**config.mk**
```make
export PLATFORM = sky130hd
export DESIGN_NAME = key_conditioner
export DESIGN_NICKNAME = d
export VERILOG_FILES = /design/src/rtl/topeira_pkg.sv /design/src/rtl/key_debounce.sv /design/src/rtl/key_conditioner.sv
export SDC_FILE = /design/constraint.sdc
export NUM_CORES = 1
export LEC_CHECK = 0
export BUFFER_PORTS_ARGS = -buffer_cell sky130_fd_sc_hd__buf_2
export CAP_MARGIN = 20
export CORE_MARGIN = 2
export CORE_UTILIZATION = 45
export CTS_CLUSTER_DIAMETER = 200
export CTS_CLUSTER_SIZE = 30
export DETAILED_ROUTE_END_ITERATION = 6
export GPL_ROUTABILITY_DRIVEN = 0
export SLEW_MARGIN = 20
export SYNTH_ARGS = -nofsm -noshare
export SYNTH_HDL_FRONTEND = slang
export SYNTH_SLANG_ARGS = --single-unit
```
**constraint.sdc**
```tcl
create_clock -name iCLK -period 2.1 [get_ports iCLK]
set_input_delay 0.105 -clock iCLK [delete_from_list [all_inputs] [get_ports iCLK]]
set_output_delay 0.105 -clock iCLK [all_outputs]
set_load 0.01 [all_outputs]
```
**src/rtl/topeira_pkg.sv**
```systemverilog
// topeira_pkg: shared key-index type, key count, debounce FSM states and default timing.
// Used by key_conditioner and key_debounce (optional KEY_REPEAT_EN lives in those files).
package topeira_pkg;

    localparam int NUM_KEYS            = 4;
    localparam int DEF_DEBOUNCE_CYCLES = 1000000;
    localparam int DEF_REPEAT_CYCLES   = 25000000;

    typedef logic [1:0] key_idx_t;

    typedef enum logic [1:0] {
        ST_UP      = 2'd0,
        ST_WAIT_DN = 2'd1,
        ST_DOWN    = 2'd2,
        ST_WAIT_UP = 2'd3
    } deb_state_t;

    function automatic key_idx_t lowest_key(input logic [NUM_KEYS-1:0] q);
        lowest_key = '0;
        for (int i = NUM_KEYS - 1; i >= 0; i--) begin
            if (q[i]) lowest_key = key_idx_t'(i);
        end
    endfunction

    function automatic logic multi_key(input logic [NUM_KEYS-1:0] q);
        return (q & (q - NUM_KEYS'(1))) != '0;
    endfunction

endpackage

```
**src/rtl/key_debounce.sv**
```systemverilog
// key_debounce: 2-flop synchronizer plus UP/WAIT_DN/DOWN/WAIT_UP debounce FSM for one key.
// Auto-repeat while held in DOWN is built only when KEY_REPEAT_EN is defined.
module key_debounce
    import topeira_pkg::*;
#(
    parameter int DEBOUNCE_CYCLES = DEF_DEBOUNCE_CYCLES,
    parameter int REPEAT_CYCLES   = DEF_REPEAT_CYCLES
) (
    input  logic clk,
    input  logic rst_n,
    input  logic key_raw,
    output logic level,
    output logic press
);

    localparam int CNT_W = $clog2(DEBOUNCE_CYCLES + 1);
    // The sample that enters a WAIT state and the one that leaves it both count
    // toward the stable time, so the counter only has to cover the cycles between.
    localparam int DWELL = (DEBOUNCE_CYCLES > 2) ? DEBOUNCE_CYCLES - 2 : 0;
    localparam logic [CNT_W-1:0] CNT_DWELL = CNT_W'(DWELL);
    localparam logic [CNT_W-1:0] CNT_MAX   = CNT_W'(DEBOUNCE_CYCLES);

    logic             sync_p0;
    logic             sync_p1;
    logic             sync;
    deb_state_t       state;
    deb_state_t       state_next;
    logic [CNT_W-1:0] cnt;
    logic             dwell_done;

    // Synchronizer: reset to the released (high) level of the active-low key
    always_ff @(posedge clk or negedge rst_n) begin
        if (!rst_n) begin
            sync_p0 <= 1'b1;
            sync_p1 <= 1'b1;
        end else begin
            sync_p0 <= key_raw;
            sync_p1 <= sync_p0;
        end
    end

    assign sync       = ~sync_p1;
    assign dwell_done = (cnt >= CNT_DWELL);

    always_ff @(posedge clk or negedge rst_n) begin
        if (!rst_n) begin
            state <= ST_UP;
            cnt   <= '0;
        end else begin
            state <= state_next;
            if (state_next != state) begin
                cnt <= '0;
            end else if (cnt != CNT_MAX) begin
                cnt <= cnt + CNT_W'(1);
            end
        end
    end

    always_comb begin
        state_next = state;
        case (state)
            ST_UP:      if (sync) state_next = ST_WAIT_DN;
            ST_WAIT_DN: begin
                if (!sync)           state_next = ST_UP;
                else if (dwell_done) state_next = ST_DOWN;
            end
            ST_DOWN:    if (!sync) state_next = ST_WAIT_UP;
            ST_WAIT_UP: begin
                if (sync)            state_next = ST_DOWN;
                else if (dwell_done) state_next = ST_UP;
            end
            default:    state_next = ST_UP;
        endcase
    end

`ifdef KEY_REPEAT_EN
    localparam int RPT_W = $clog2(REPEAT_CYCLES + 1);

    logic [RPT_W-1:0] rpt_cnt;
    logic             rpt_fire;

    assign rpt_fire = (state == ST_DOWN) && sync && (rpt_cnt == RPT_W'(REPEAT_CYCLES - 1));

    // Repeat timer runs only while the key stays in DOWN; leaving DOWN clears it
    always_ff @(posedge clk or negedge rst_n) begin
        if (!rst_n) begin
            rpt_cnt <= '0;
        end else if ((state != ST_DOWN) || !sync || rpt_fire) begin
            rpt_cnt <= '0;
        end else begin
            rpt_cnt <= rpt_cnt + RPT_W'(1);
        end
    end
`endif

    always_comb begin
        level = (state == ST_DOWN) || (state == ST_WAIT_UP);
        press = (state == ST_WAIT_DN) && sync && dwell_done;
`ifdef KEY_REPEAT_EN
        press = press || rpt_fire;
`endif
    end

endmodule

```
**src/rtl/key_conditioner.sv**
```systemverilog
// key_conditioner: four debounced pushbuttons feeding a single-entry press-event register.
// Define KEY_REPEAT_EN to add auto-repeat press events while a key stays held.
module key_conditioner
    import topeira_pkg::*;
#(
    parameter int DEBOUNCE_CYCLES = DEF_DEBOUNCE_CYCLES,
    parameter int REPEAT_CYCLES   = DEF_REPEAT_CYCLES
) (
    input  logic       iCLK,
    input  logic       iRST_N,
    input  logic [3:0] iKEY,
    output logic [3:0] oKEY_LEVEL,
    output logic       oEVT_VALID,
    input  logic       iEVT_READY,
    output logic [1:0] oEVT_CODE,
    output logic       oEVT_MULTI,
    output logic       oOVERRUN
);

    logic [NUM_KEYS-1:0] press;
    logic                xfer;
    logic                load;
    logic                drop;

    for (genvar i = 0; i < NUM_KEYS; i++) begin : g_key
        key_debounce #(
            .DEBOUNCE_CYCLES(DEBOUNCE_CYCLES),
            .REPEAT_CYCLES  (REPEAT_CYCLES)
        ) u_debounce (
            .clk    (iCLK),
            .rst_n  (iRST_N),
            .key_raw(iKEY[i]),
            .level  (oKEY_LEVEL[i]),
            .press  (press[i])
        );
    end

    // A new press is taken when the register is empty or draining this cycle;
    // otherwise it is lost and recorded in the sticky overrun flag.
    assign xfer = oEVT_VALID && iEVT_READY;
    assign load = (|press) && (!oEVT_VALID || xfer);
    assign drop = (|press) && oEVT_VALID && !xfer;

    always_ff @(posedge iCLK or negedge iRST_N) begin
        if (!iRST_N) begin
            oEVT_VALID <= 1'b0;
            oEVT_CODE  <= '0;
            oEVT_MULTI <= 1'b0;
            oOVERRUN   <= 1'b0;
        end else begin
            if (load) begin
                oEVT_VALID <= 1'b1;
                oEVT_CODE  <= lowest_key(press);
                oEVT_MULTI <= multi_key(press);
            end else if (xfer) begin
                oEVT_VALID <= 1'b0;
            end
            if (drop) begin
                oOVERRUN <= 1'b1;
            end
        end
    end

endmodule

```
==> results of run 1 <==
[timing repair]
action	4_1_cts	5_1_grt
resized for setup	1	9
buffers inserted	0	2
endpoints found under the setup margin	4	44
pin swaps	0	3
hold endpoints to repair	42	0
hold buffers	5	0
cloned	0	0
[sequential cells by signal, indices dropped and copies added, names as in the netlist]
name                      cells
g_key.u_debounce.state        8
oOVERRUN                      1
g_key.u_debounce.sync_p0      4
g_key.u_debounce.sync_p1      4
oEVT_VALID                    1
g_key.u_debounce.cnt         80
oEVT_MULTI                    1
oEVT_CODE                     2
[through the flow]
step / hold slack, ps / setup TNS, ps / setup WS (ps) / instances
6_report: 217 / 0 / 1.49 / 723
5_1_grt: 289 / -120 / -107 / 723
4_1_cts: 231 / 0 / 3.73 / 721
3_5_place_dp: 136 / -27.0 / -16.3 / 700
3_3_place_gp: 140 / 0 / 61.6 / 700
2_1_floorplan: -191 / 0 / 177 / 537
[logic make-up after synthesis]
logic type / Yosys count
compound gates: 42
xor+xnor: 75
fa+ha+maj: 12
buf+inv: 40
flops: 101
mux: 7
simple gates: 260
[cell usage after synthesis (all sizes together), types with 5 or more instances]
| master | n | share of area |
|---|---|---|
| inv | 21 | 0.015 |
| nand2 | 31 | 0.023 |
| buf | 9 | 0.010 |
| nor4 | 9 | 0.015 |
| nor2 | 109 | 0.079 |
| and4 | 5 | 0.0085 |
| nor3 | 14 | 0.014 |
| dfrtp | 93 | 0.45 |
| xor2 | 43 | 0.073 |
| nand4 | 20 | 0.024 |
| o21ai | 12 | 0.012 |
| a21oi | 10 | 0.0097 |
| nand3 | 37 | 0.036 |
| and3 | 8 | 0.0097 |
| nand2b | 7 | 0.0085 |
| clkbuf | 10 | 0.0073 |
| xnor2 | 32 | 0.054 |
| ha | 12 | 0.029 |
| dfstp | 8 | 0.041 |
[power breakdown]
| group | switching [mW] | internal, mW | total (mW) |
|---|---|---|---|
| registers | 0.0334 | 1.99 | 2.02 |
| clock network | 0.741 | 0.965 | 1.71 |
| logic | 0.149 | 0.0929 | 0.242 |
[metal layers]
metal,vias up,wire length [µm]
li1,1897,-
met1,1840,4560
met2,34,4700
met3,13,260
met4,0,164
met5,-,0
[final cells by class]
type / instances / area (µm²) / share of cell area
timing repair buffer: 46 / 335 / 0.0564
sequential: 101 / 2540 / 0.427
multi-input combinational: 396 / 2510 / 0.422
clock buffer: 10 / 239 / 0.0402
tap: 143 / 179 / 0.0301
inverter: 21 / 78.8 / 0.0133
clock inverter: 6 / 68.8 / 0.0116
[worst max path at each step]
stage | from | end | depth (start not counted)
detailed placement | g_key[0].u_debounce.cnt[12] | oOVERRUN | 7
CTS | g_key[3].u_debounce.cnt[1] | oEVT_MULTI | 7
global route | g_key[1].u_debounce.cnt[13] | oEVT_MULTI | 6
finish | g_key[1].u_debounce.cnt[12] | oEVT_MULTI | 6
floorplan | g_key[0].u_debounce.cnt[0] | oEVT_MULTI | 8
global placement | g_key[0].u_debounce.cnt[12] | oOVERRUN | 7
[critical path, stage by stage, from the launching register on]
cell	delay, ps
sky130_fd_sc_hd__dfrtp_1	420
sky130_fd_sc_hd__nor4_4	280
sky130_fd_sc_hd__and4b_2	300
sky130_fd_sc_hd__a31oi_4	110
sky130_fd_sc_hd__nor4b_4	450
sky130_fd_sc_hd__a211oi_2	150
sky130_fd_sc_hd__a221oi_2	300
==> reports/summary.log, run 1 <==
[run_status] run status completed
[global_route] number of antenna violations at the first check in global routing 0
[sta] Max Freq 477 MHz
[synthesis] number of distinct standard cells referenced by the synthesized netlist 48
[finish] final core utilization 0.525
[floorplan] initial standard-cell utilization of the core 0.457
[pwr] worst vdd rail ir drop 0.399 mV
[sta] Max Transition Viols Final 0
[worst_setup_path] Crit Reg-Reg Endpoint oEVT_MULTI
[detailed_routing] First DRT Iteration DRCs 101
[sta] Setup-failing EPs final 0
[synthesis] largest family of logic cells by synthesized area simple AND/OR/NAND/NOR gates
[worst_setup_path] critical-path maximum fanout 7
[detailed_routing] vias 3784
[synthesis] Post-Synthesis Net Count 556
[global_route] met2 Track Usage GR 0.279
[synthesis] synthesis-stage register bit count 101
[sta] Relative slew margins 0.623
[global_route] met1 global-route usage 0.215
[synthesis] simple-gate share of the synthesized area 0.251
[finish] commonest non-fill, non-tap cell in the layout sky130_fd_sc_hd__nor2_1
[clock_network] maximum level of the CTS H-tree 3
[floorplan] Site Rows 39
[floorplan] Top Ports 16
[worst_setup_path] worst path arrival time 2360 ps
[clock_network] number of clock buffers inserted by TritonCTS 9
[synthesis] sequential area share after synthesis 0.491
[synthesis] mean instance size in the synthesized netlist 9.63 µm²
[pwr] LEAKAGE 2.53 nW
[sta] setup repair after global routing missed its margin yes
[detailed_routing] routed wire length 9680 µm
[synthesis] area fraction in compound gates after synthesis 0.0547
[clock_network] maximum buffer depth of the clock tree 2
[synthesis] mux contribution to synthesized area 0.0145
[sta] largest clock skew in the final design 6.84 ps
[floorplan] die outline height 111 µm
[worst_setup_path] Worst setup EP type flop
[detailed_routing] routed wire length per instance 13.4 µm
[placement] Post-Place Cell Area 5530 µm²
[pwr] Power, Total 3.97 mW
[global_route] Most Used Layer, Global Route met2
[clock_network] clock insertion delay at the later pin of the skew report 350 ps
[floorplan] die area 12400 µm²
[pwr] Power Dens Cells 667 nW/µm²
[worst_hold_path] Hold WC Path Type input port to flop
[sta] transition time at the pin with the least slew margin 566 ps
[placement] half-perimeter wire length after detailed placement 6850 µm
[detailed_routing] post-detailed-route DRC marker count 0
[placement] quantity of I/O buffers inserted on ports 15
[clock_network] Clock Root Buffer sky130_fd_sc_hd__clkbuf_16
[global_route] global-route wire length before repair 17100 µm
[global_route] combined global-route utilization of all metal layers 0.167
[worst_setup_path] crit path launch type flop
[finish] most frequent cells in the layout 109 x sky130_fd_sc_hd__nor2_1, 93 x sky130_fd_sc_hd__dfrtp_1, 43 x sky130_fd_sc_hd__xor2_1
[clock_network] clock sink count 101
[worst_setup_path] RR Startpoint g_key[1].u_debounce.cnt[12]
[finish] area delta synth->final 15.0%
[synthesis] xor/xnor share of the synthesized area 0.127
[clock_network] register clock-pin slew on the reported worst setup and hold paths 70 ps
[worst_setup_path] internal reg-to-reg setup slack 1 ps
[global_route] maximum number of pins on one net before global-route repair 44
[worst_setup_path] worst r2r path cells 6
[floorplan] placeable core area 11300 µm²
[synthesis] area of the mapped netlist 5170 µm²
[synthesis] Warnings, synthesis 0
[synthesis] post-synthesis instance total 537
[floorplan] Die Span X 111 µm
[worst_hold_path] destination of the worst hold path oEVT_VALID
[global_route] GR Layer Usage met3 0.0328
[worst_setup_path] critical path class flop to flop
[global_route] number of global-route vias before repair 3775
[detailed_routing] post-route antenna net violation count 0
[synthesis] async set-or-reset flop fraction in the synthesized netlist 1.00
[synthesis] count of flip-flops with a built-in enable after synthesis 0
[clock_network] CTS tree built
[synthesis] synthesized-area fraction occupied by adder cells 0.0290
[worst_setup_path] critical path required time 2360 ps
[finish] final antenna diode count 0
[sta] Hold Fails Final Rpt 0
[flow_run] number of max-cap violations 0
[sta] part of the cycle the worst path needs 0.999
[synthesis] primary flip-flop cell chosen by synthesis mapping sky130_fd_sc_hd__dfrtp_1
[global_route] grt ovf 0
[worst_hold_path] Hold Path Cell Cnt 3
[detailed_routing] TritonRoute pass-1 iters 4
[sta] Final min period 2100 ps
[finish] share of final-layout standard cells stronger than drive strength 1 0.143
[finish] fillers 1052
[finish] Final nets 594
[worst_hold_path] HP Start iEVT_READY
[detailed_routing] per-cell via count in the routed design 5.23
[finish] post-route cell area 5940 µm²
(Power assumes the default switching activity.)
==> run 2: changes to the inputs <==
PLACE_DENSITY = 0.61   (was default)
==> run 2 against run 1 <==
Count of clock-buffer cells in the layout is 1 higher. First-iteration DRC count is 100% higher. Via count is 0.71% higher. Cell area is 0.36% higher. Critical endpoint unchanged.
==> reports/summary.log, run 2 (same netlist as run 1, synthesis figures left out) <==
[pwr] sequential cell fraction of total power 0.508 [about the same]
[sta] Setup-failing EPs final 0 [unchanged]
[clock_network] Clock Root Buffer sky130_fd_sc_hd__clkbuf_16
[finish] area delta synth->final 15.4%
[detailed_routing] post-detailed-route DRC marker count 0 [unchanged]
[clock_network] CTS tree built
[worst_hold_path] Hold WC Path Type input port to flop
[pwr] part of the total power dissipated in combinational logic 0.060 [about the same]
[worst_setup_path] WP depth 9 [+3]
[sta] Relative slew margins 0.610 [-0.0125]
[worst_setup_path] capture point of the worst path oEVT_MULTI
[finish] Largest Register g_key.u_debounce.cnt
[clock_network] register clock-pin slew on the reported worst setup and hold paths 70 ps [about the same]
[placement] half-perimeter wire length after detailed placement 6660 µm [-2.8%]
[global_route] grt ovf 0 [unchanged]
[floorplan] die area 12400 µm² [unchanged]
[finish] commonest non-fill, non-tap cell in the layout sky130_fd_sc_hd__nor2_1
[placement] post-placement setup slack -67.4 ps [-51.1 ps]
[worst_setup_path] critical-path maximum fanout 6 [-1]
[sta] transition time at the pin with the least slew margin 585 ps [+18.8 ps]
[worst_setup_path] CP cell instances inv_1 > ha_1 > o211ai_1 > o221ai_1 > a21oi_2 > nor4_2 > buf_4 > o31ai_1 > a221oi_2
[floorplan] placeable core area 11300 µm² [unchanged]
[worst_setup_path] RR Startpoint g_key[0].u_debounce.cnt[0]
[pwr] internal power 3.07 mW [+0.81%]
[global_route] number of global-route vias before repair 3764 [-0.29%]
[finish] most frequent cells in the layout 109 x sky130_fd_sc_hd__nor2_1, 91 x sky130_fd_sc_hd__dfrtp_1, 43 x sky130_fd_sc_hd__xor2_1
[global_route] number of antenna violations at the first check in global routing 0 [unchanged]
[run_status] run status completed
[sta] Max Freq 506 MHz [+6.2%]
[floorplan] die outline height 111 µm [unchanged]
[clock_network] number of clock buffers inserted by TritonCTS 9 [unchanged]
[pwr] Net Switching 910 µW [-1.4%]
[worst_setup_path] Crit Reg-Reg Endpoint oEVT_MULTI
[worst_setup_path] stage delay of the slowest cell on the critical path 350 ps [-100 ps]
[global_route] maximum number of pins on one net before global-route repair 45 [+2.3%]
[finish] share of final-layout standard cells stronger than drive strength 1 0.149 [+0.00638]
[detailed_routing] post-route antenna net violation count 0 [unchanged]
[sta] Final min period 1980 ps [-123 ps]
[worst_setup_path] worst path arrival time 2200 ps [-160 ps]
[sta] least setup slack across all paths after layout 125 ps [+123 ps]
[sta] Max Transition Viols Final 0 [unchanged]
[detailed_routing] routed wire length per instance 13.3 µm [-0.32%]
[worst_setup_path] critical path required time 2330 ps [-30 ps]
[sta] Hold Fails Final Rpt 0 [unchanged]
[floorplan] Site Rows 39 [unchanged]
[worst_setup_path] Critical-path top delay cell sky130_fd_sc_hd__dfrtp_1
[floorplan] initial standard-cell utilization of the core 0.457 [unchanged]
[worst_setup_path] critical path startpoint g_key[0].u_debounce.cnt[0]
[flow_run] number of max-cap violations 0 [unchanged]
[worst_setup_path] Worst setup EP type flop
[pwr] Clk network pwr share 0.432 [+0.002]
[floorplan] Top Ports 16 [unchanged]
[pwr] LEAKAGE 2.54 nW [+0.37%]
[clock_network] clock insertion delay at the later pin of the skew report 350 ps [about the same]
[sta] worst hold slack after final layout 221 ps [+4.42 ps]
[clock_network] maximum buffer depth of the clock tree 2 [unchanged]
[sta] part of the cycle the worst path needs 0.941 [-0.0587]
[worst_setup_path] crit path launch type flop
[detailed_routing] routed wire length 9680 µm [about the same]
[finish] final antenna diode count 0 [unchanged]
[global_route] global-route wire length before repair 17200 µm [+0.65%]
[placement] quantity of I/O buffers inserted on ports 15 [unchanged]
[finish] max reg flops 80 [unchanged]
[clock_network] maximum level of the CTS H-tree 3 [unchanged]
[worst_setup_path] top cell family by delay on the critical path compound AO/OA/AOI/OAI gates
[detailed_routing] TritonRoute pass-1 iters 4 [unchanged]
[floorplan] Die Span X 111 µm [unchanged]
[sta] largest clock skew in the final design 8.81 ps [+1.96 ps]
[worst_setup_path] worst r2r path cells 9 [+3]
[worst_setup_path] internal reg-to-reg setup slack 120 ps [+120 ps]
[finish] Final nets 596 [+0.34%]
[detailed_routing] First DRT Iteration DRCs 207 [+100%]
[pwr] Power Dens Cells 667 nW/µm² [about the same]
[detailed_routing] vias 3811 [+0.71%]
[detailed_routing] per-cell via count in the routed design 5.26 [+0.44%]
[worst_setup_path] buffers and inverters on the worst path 2 [+2]
[global_route] combined global-route utilization of all metal layers 0.169 [+0.00214]
[pwr] worst vdd rail ir drop 0.484 mV [+21%]
[worst_setup_path] critical path class flop to flop
[finish] leading registers by flop count g_key.u_debounce.cnt x80, g_key.u_debounce.state x8
[clock_network] clock sink count 101 [unchanged]
[pwr] switching part of the total 0.229 [-0.00402]
[run 2: worst register-to-register path: cells and delay by family, from the launching register on]
family                   cells  cell delay (ps)
flip-flops                   1              350
AO/OA/AOI/OAI                5              990
adder cells (fa/ha/maj)      1              200
buffers and inverters        2              240
AND/OR/NAND/NOR              1               70
[run 2: area by class of cell]
class,instances,area (µm²)
tap,143,179
timing repair buffer,48,350
inverter,21,78.8
sequential,101,2540
clock buffer,11,253
clock inverter,5,57.6
multi-input combinational,396,2510
fill,1027,5360
[run 2: metrics by stage]
| step | cells | power (mW) | util | instance area, µm² | TNS, ps |
|---|---|---|---|---|---|
| after detailed placement | 700 | 2.29 | 0.488 | 5530 | -121 |
| after CTS | 723 | 4.05 | 0.522 | 5910 | 0 |
| after global placement | 700 | 2.29 | 0.488 | 5530 | -77.9 |
| final | 725 | 3.98 | 0.527 | 5970 | 0 |
| after global routing | 725 | 4.16 | 0.527 | 5970 | -23.2 |
| after floorplan | 537 | 2.18 | - | 5170 | 0 |
[run 2: repair_timing]
action | 4_1_cts | 5_1_grt
endpoints found under the hold margin | 44 | 0
cloned | 0 | 0
gates resized for setup | 1 | 10
buffers inserted | 2 | 2
pin swaps | 1 | 5
endpoints found under the setup margin | 3 | 45
hold buffers | 5 | 0
[run 2: worst min-delay path by stage]
stage | from | endpoint | cells past startpoint
after global placement | iRST_N | g_key[0].u_debounce.cnt[19] | 1
after global routing | iEVT_READY | oEVT_VALID | 3
after floorplan | iRST_N | g_key[0].u_debounce.cnt[0] | 0
final | iEVT_READY | oEVT_VALID | 3
after CTS | iEVT_READY | oEVT_VALID | 3
after detailed placement | iRST_N | g_key[0].u_debounce.cnt[19] | 1
[run 2: routing by layer]
layer,share of wire,GRT usage
met5,0,0
met4,0.015,0.0560
met3,0.040,0.0552
met2,0.48,0.274
met1,0.47,0.216
[run 2: power by group through the flow]
stage          Clock [mW]  Combinational, mW  Sequential, mW
6_report             1.72              0.239            2.02
5_1_grt              1.86              0.276            2.03
4_1_cts              1.78              0.246            2.02
3_5_place_dp            0              0.237            2.06
3_3_place_gp            0              0.230            2.06
2_1_floorplan           0              0.122            2.06
==> run 3: changes to the inputs <==
ABC_AREA = 1   (was default)
PLACE_DENSITY = default   (was 0.61)
==> run 3 against run 2 <==
Sequential power about the same. Worst setup slack improved by 86 ps. Sequential cell count unchanged. Sequential share of layout area decreased by 5.4 points. Combinational power increased by 21%. Total power decreased by 2.0%. First-iteration DRC count increased by 51%. Core utilization decreased by 3.0 points. Largest cell class is now multi-input combinational cells. Largest power group unchanged.
==> reports/summary.log, run 3 <==
[sta] Max Transition Viols Final 0 [unchanged]
[floorplan] Die Span X 122 µm [+9.7%]
[detailed_routing] First DRT Iteration DRCs 312 [+51%]
[synthesis] primary flip-flop cell chosen by synthesis mapping sky130_fd_sc_hd__dfrtp_1
[run_status] run status completed
[placement] quantity of I/O buffers inserted on ports 15 [unchanged]
[synthesis] most frequent cells after synthesis 137 x sky130_fd_sc_hd__nand2_1, 116 x sky130_fd_sc_hd__nor2_1, 93 x sky130_fd_sc_hd__dfrtp_1
[global_route] number of antenna violations at the first check in global routing 0 [unchanged]
[sta] Relative slew margins 0.600 [-0.0104]
[clock_network] maximum buffer depth of the clock tree 2 [unchanged]
[finish] leading registers by flop count g_key.u_debounce.cnt x80, g_key.u_debounce.state x8
[clock_network] clock insertion delay at the later pin of the skew report 360 ps [about the same]
[worst_setup_path] Worst setup EP type flop
[sta] setup_tns 0 ps [unchanged]
[floorplan] placeable core area 13700 µm² [+21%]
[clock_network] maximum level of the CTS H-tree 3 [unchanged]
[placement] post-placement setup slack 165 ps [+233 ps]
[finish] Final nets 802 [+35%]
[detailed_routing] per-cell via count in the routed design 4.90 [-6.7%]
[finish] Largest Register g_key.u_debounce.cnt
[finish] area of the multi-input gates 3180 µm² [+27%]
[sta] part of the cycle the worst path needs 0.900 [-0.0410]
[floorplan] initial standard-cell utilization of the core 0.456 [-0.000477]
[worst_setup_path] critical path required time 2320 ps [about the same]
[synthesis] Post-Synthesis Net Count 784 [+41%]
[synthesis] mean instance size in the synthesized netlist 8.18 µm² [-15%]
[clock_network] post-CTS setup repair buffer count 0 [-2]
[sta] transition time at the pin with the least slew margin 601 ps [+15.6 ps]
[worst_setup_path] critical-path maximum fanout 5 [-1]
[synthesis] top post-synthesis cells by area sky130_fd_sc_hd__dfrtp_1 37%, sky130_fd_sc_hd__nand2_1 8.2%, sky130_fd_sc_hd__nor2_1 7.0%, sky130_fd_sc_hd__xor2_1 6.7%, sky130_fd_sc_hd__nor2_4 5.8%
[pwr] worst vdd rail ir drop 0.344 mV [-29%]
[detailed_routing] post-detailed-route DRC marker count 0 [unchanged]
[global_route] maximum number of pins on one net before global-route repair 44 [-2.2%]
[synthesis] area of the mapped netlist 6260 µm² [+21%]
[flow_run] number of max-cap violations 0 [unchanged]
[detailed_routing] routed wire length 12300 µm [+27%]
[finish] fillers 1340 [+30%]
[synthesis] number of distinct standard cells referenced by the synthesized netlist 42 [-13%]
[worst_hold_path] Hold WC Path Type input port to flop
[synthesis] async set-or-reset flop fraction in the synthesized netlist 1.00 [unchanged]
[finish] area delta synth->final 8.98%
[finish] most frequent cells in the layout 137 x sky130_fd_sc_hd__nand2_1, 115 x sky130_fd_sc_hd__nor2_1, 93 x sky130_fd_sc_hd__dfrtp_1
[clock_network] CTS tree built
[finish] register cell area after layout 2540 µm² [about the same]
[synthesis] post-synthesis cell type with the largest combined area sky130_fd_sc_hd__dfrtp_1
[clock_network] register clock-pin slew on the reported worst setup and hold paths 60 ps [about the same]
[synthesis] synthesis-stage register bit count 101 [unchanged]
[synthesis] sequential area share after synthesis 0.406 [-0.0854]
[floorplan] Top Ports 16 [unchanged]
[synthesis] count of flip-flops with a built-in enable after synthesis 0 [unchanged]
[detailed_routing] routed wire length per instance 12.7 µm [-4.9%]
[clock_network] number of clock buffers inserted by TritonCTS 9 [unchanged]
[clock_network] Clock Root Buffer sky130_fd_sc_hd__clkbuf_16
[sta] largest clock skew in the final design 11.5 ps [+2.71 ps]
[sta] setup repair after global routing missed its margin no
[global_route] grt ovf 0 [unchanged]
[sta] Hold Fails Final Rpt 0 [unchanged]
[pwr] LEAKAGE 2.88 nW [+13%]
[placement] Post-Place Cell Area 6480 µm² [+17%]
[finish] commonest non-fill, non-tap cell in the layout sky130_fd_sc_hd__nand2_1
[synthesis] post-synthesis instance total 765 [+42%]
[detailed_routing] post-route antenna net violation count 0 [unchanged]
[finish] share of final-layout standard cells stronger than drive strength 1 0.188 [+0.0383]
[global_route] global-route wire length before repair 21600 µm [+26%]
[worst_setup_path] critical path class flop to flop
[sta] least setup slack across all paths after layout 211 ps [+86.2 ps]
[finish] post-route cell area 6820 µm² [+14%]
[synthesis] Warnings, synthesis 0 [unchanged]
[detailed_routing] TritonRoute pass-1 iters 4 [unchanged]
[global_route] number of global-route vias before repair 4697 [+25%]
[synthesis] top-area cell type share of the netlist area 0.372 [-0.0783]
[detailed_routing] vias 4747 [+25%]
[sta] Final min period 1890 ps [-86.1 ps]
[sta] Setup-failing EPs final 0 [unchanged]
[floorplan] die outline height 122 µm [+9.7%]
[sta] Max Freq 529 MHz [+4.6%]
[pwr] Power, Total 3.90 mW [-2.0%]
[placement] half-perimeter wire length after detailed placement 8970 µm [+35%]
[finish] final core utilization 0.497 [-0.0299]
[worst_setup_path] crit path launch type flop
[clock_network] clock sink count 101 [unchanged]
[floorplan] die area 14900 µm² [+20%]
[synthesis] most frequently used cell type in the post-synthesis netlist sky130_fd_sc_hd__nand2_1
[finish] max reg flops 80 [unchanged]
[worst_setup_path] worst path arrival time 2110 ps [-90 ps]
[pwr] Power Dens Cells 572 nW/µm² [-14%]
[finish] final antenna diode count 0 [unchanged]
[floorplan] Site Rows 43 [+10%]
[global_route] combined global-route utilization of all metal layers 0.184 [+0.0145]
-- run 3: cell types whose count changed in the layout (fill, tap and decap cells not counted), moves of 7 or more --
| cell | previous run | this run |
|---|---|---|
| sky130_fd_sc_hd__and3_1 | 8 | 0 |
| sky130_fd_sc_hd__nand3_1 | 37 | 46 |
| sky130_fd_sc_hd__buf_4 | 28 | 6 |
| sky130_fd_sc_hd__xnor2_1 | 32 | 16 |
| sky130_fd_sc_hd__nor2_4 | 0 | 32 |
| sky130_fd_sc_hd__nand2b_1 | 7 | 0 |
| sky130_fd_sc_hd__a21oi_2 | 1 | 21 |
| sky130_fd_sc_hd__inv_2 | 0 | 17 |
| sky130_fd_sc_hd__nand2_1 | 31 | 137 |
| sky130_fd_sc_hd__nor2_2 | 0 | 14 |
| sky130_fd_sc_hd__inv_1 | 21 | 82 |
-- run 3: metal layers --
layer | share of wire | GRT usage
met1 | 0.49 | 0.250
met2 | 0.46 | 0.294
met3 | 0.026 | 0.0281
met4 | 0.020 | 0.0769
met5 | 0 | 0
-- run 3: cell type report --
cell class / count / share of cell area
clock buffer: 14 / 0.0387
clock inverter: 2 / 0.00147
inverter: 100 / 0.0554
multi-input combinational: 543 / 0.466
sequential: 101 / 0.372
tap: 180 / 0.0330
timing repair buffer: 28 / 0.0330
-- run 3: critical path, cell delays in order (launching register included) --
cell and delay, ps:
sky130_fd_sc_hd__dfrtp_1 430, sky130_fd_sc_hd__ha_1 240, sky130_fd_sc_hd__inv_1 90, sky130_fd_sc_hd__nor2_2 150, sky130_fd_sc_hd__nand2_1 100, sky130_fd_sc_hd__buf_4 150
sky130_fd_sc_hd__nor2_1 210, sky130_fd_sc_hd__nand3_1 130, sky130_fd_sc_hd__o22ai_1 190, sky130_fd_sc_hd__nor2_1 70
-- run 3: cells by family (layout without fill, tap and decap cells) --
logic type,Yosys count,count (layout),share of synthesized area
simple gates,412,412,0.330
fa+ha+maj,12,12,0.0240
buf+inv,121,144,0.0890
flops,101,101,0.406
mux,1,1,0.00160
xor+xnor,64,64,0.0896
compound gates,54,54,0.0600
-- run 3: report_power, final --
| group | total [mW] | leakage [nW] | internal [mW] | switching [mW] |
|---|---|---|---|---|
| combinational | 0.290 | 1.38 | 0.0909 | 0.199 |
| sequential | 2.03 | 1.36 | 1.99 | 0.0398 |
| clock | 1.58 | 0.137 | 0.866 | 0.712 |
-- run 3: per-stage QoR --
stage / std cells / hold WS, ps
floorplan: 765 / -191
global route: 968 / 160
global placement: 947 / 141
CTS: 968 / 119
finish: 968 / 125
detailed placement: 947 / 155
-- run 3: timing repair --
| action | in CTS | in global routing |
|---|---|---|
| hold endpoints to repair | 40 | 0 |
| gates resized for setup | 0 | 3 |
| hold buffers | 5 | 0 |
| setup endpoints to repair | 0 | 20 |
-- run 3: worst paths after layout --
check                                       startpoint                     endpoint  slack, ps  cells past startpoint
setup / recovery            g_key[2].u_debounce.cnt[1]  g_key[2].u_debounce.cnt[14]        210                      9
hold / removal                              iEVT_READY                   oEVT_VALID        120                      4
setup reg to reg            g_key[2].u_debounce.cnt[1]  g_key[2].u_debounce.cnt[14]        210                      9
hold reg to reg            g_key[1].u_debounce.sync_p0  g_key[1].u_debounce.sync_p1        360                      0
max in group asynchronous                       iRST_N   g_key[0].u_debounce.cnt[9]       1140                      3
min in group asynchronous                       iRST_N   g_key[3].u_debounce.cnt[2]        290                      2
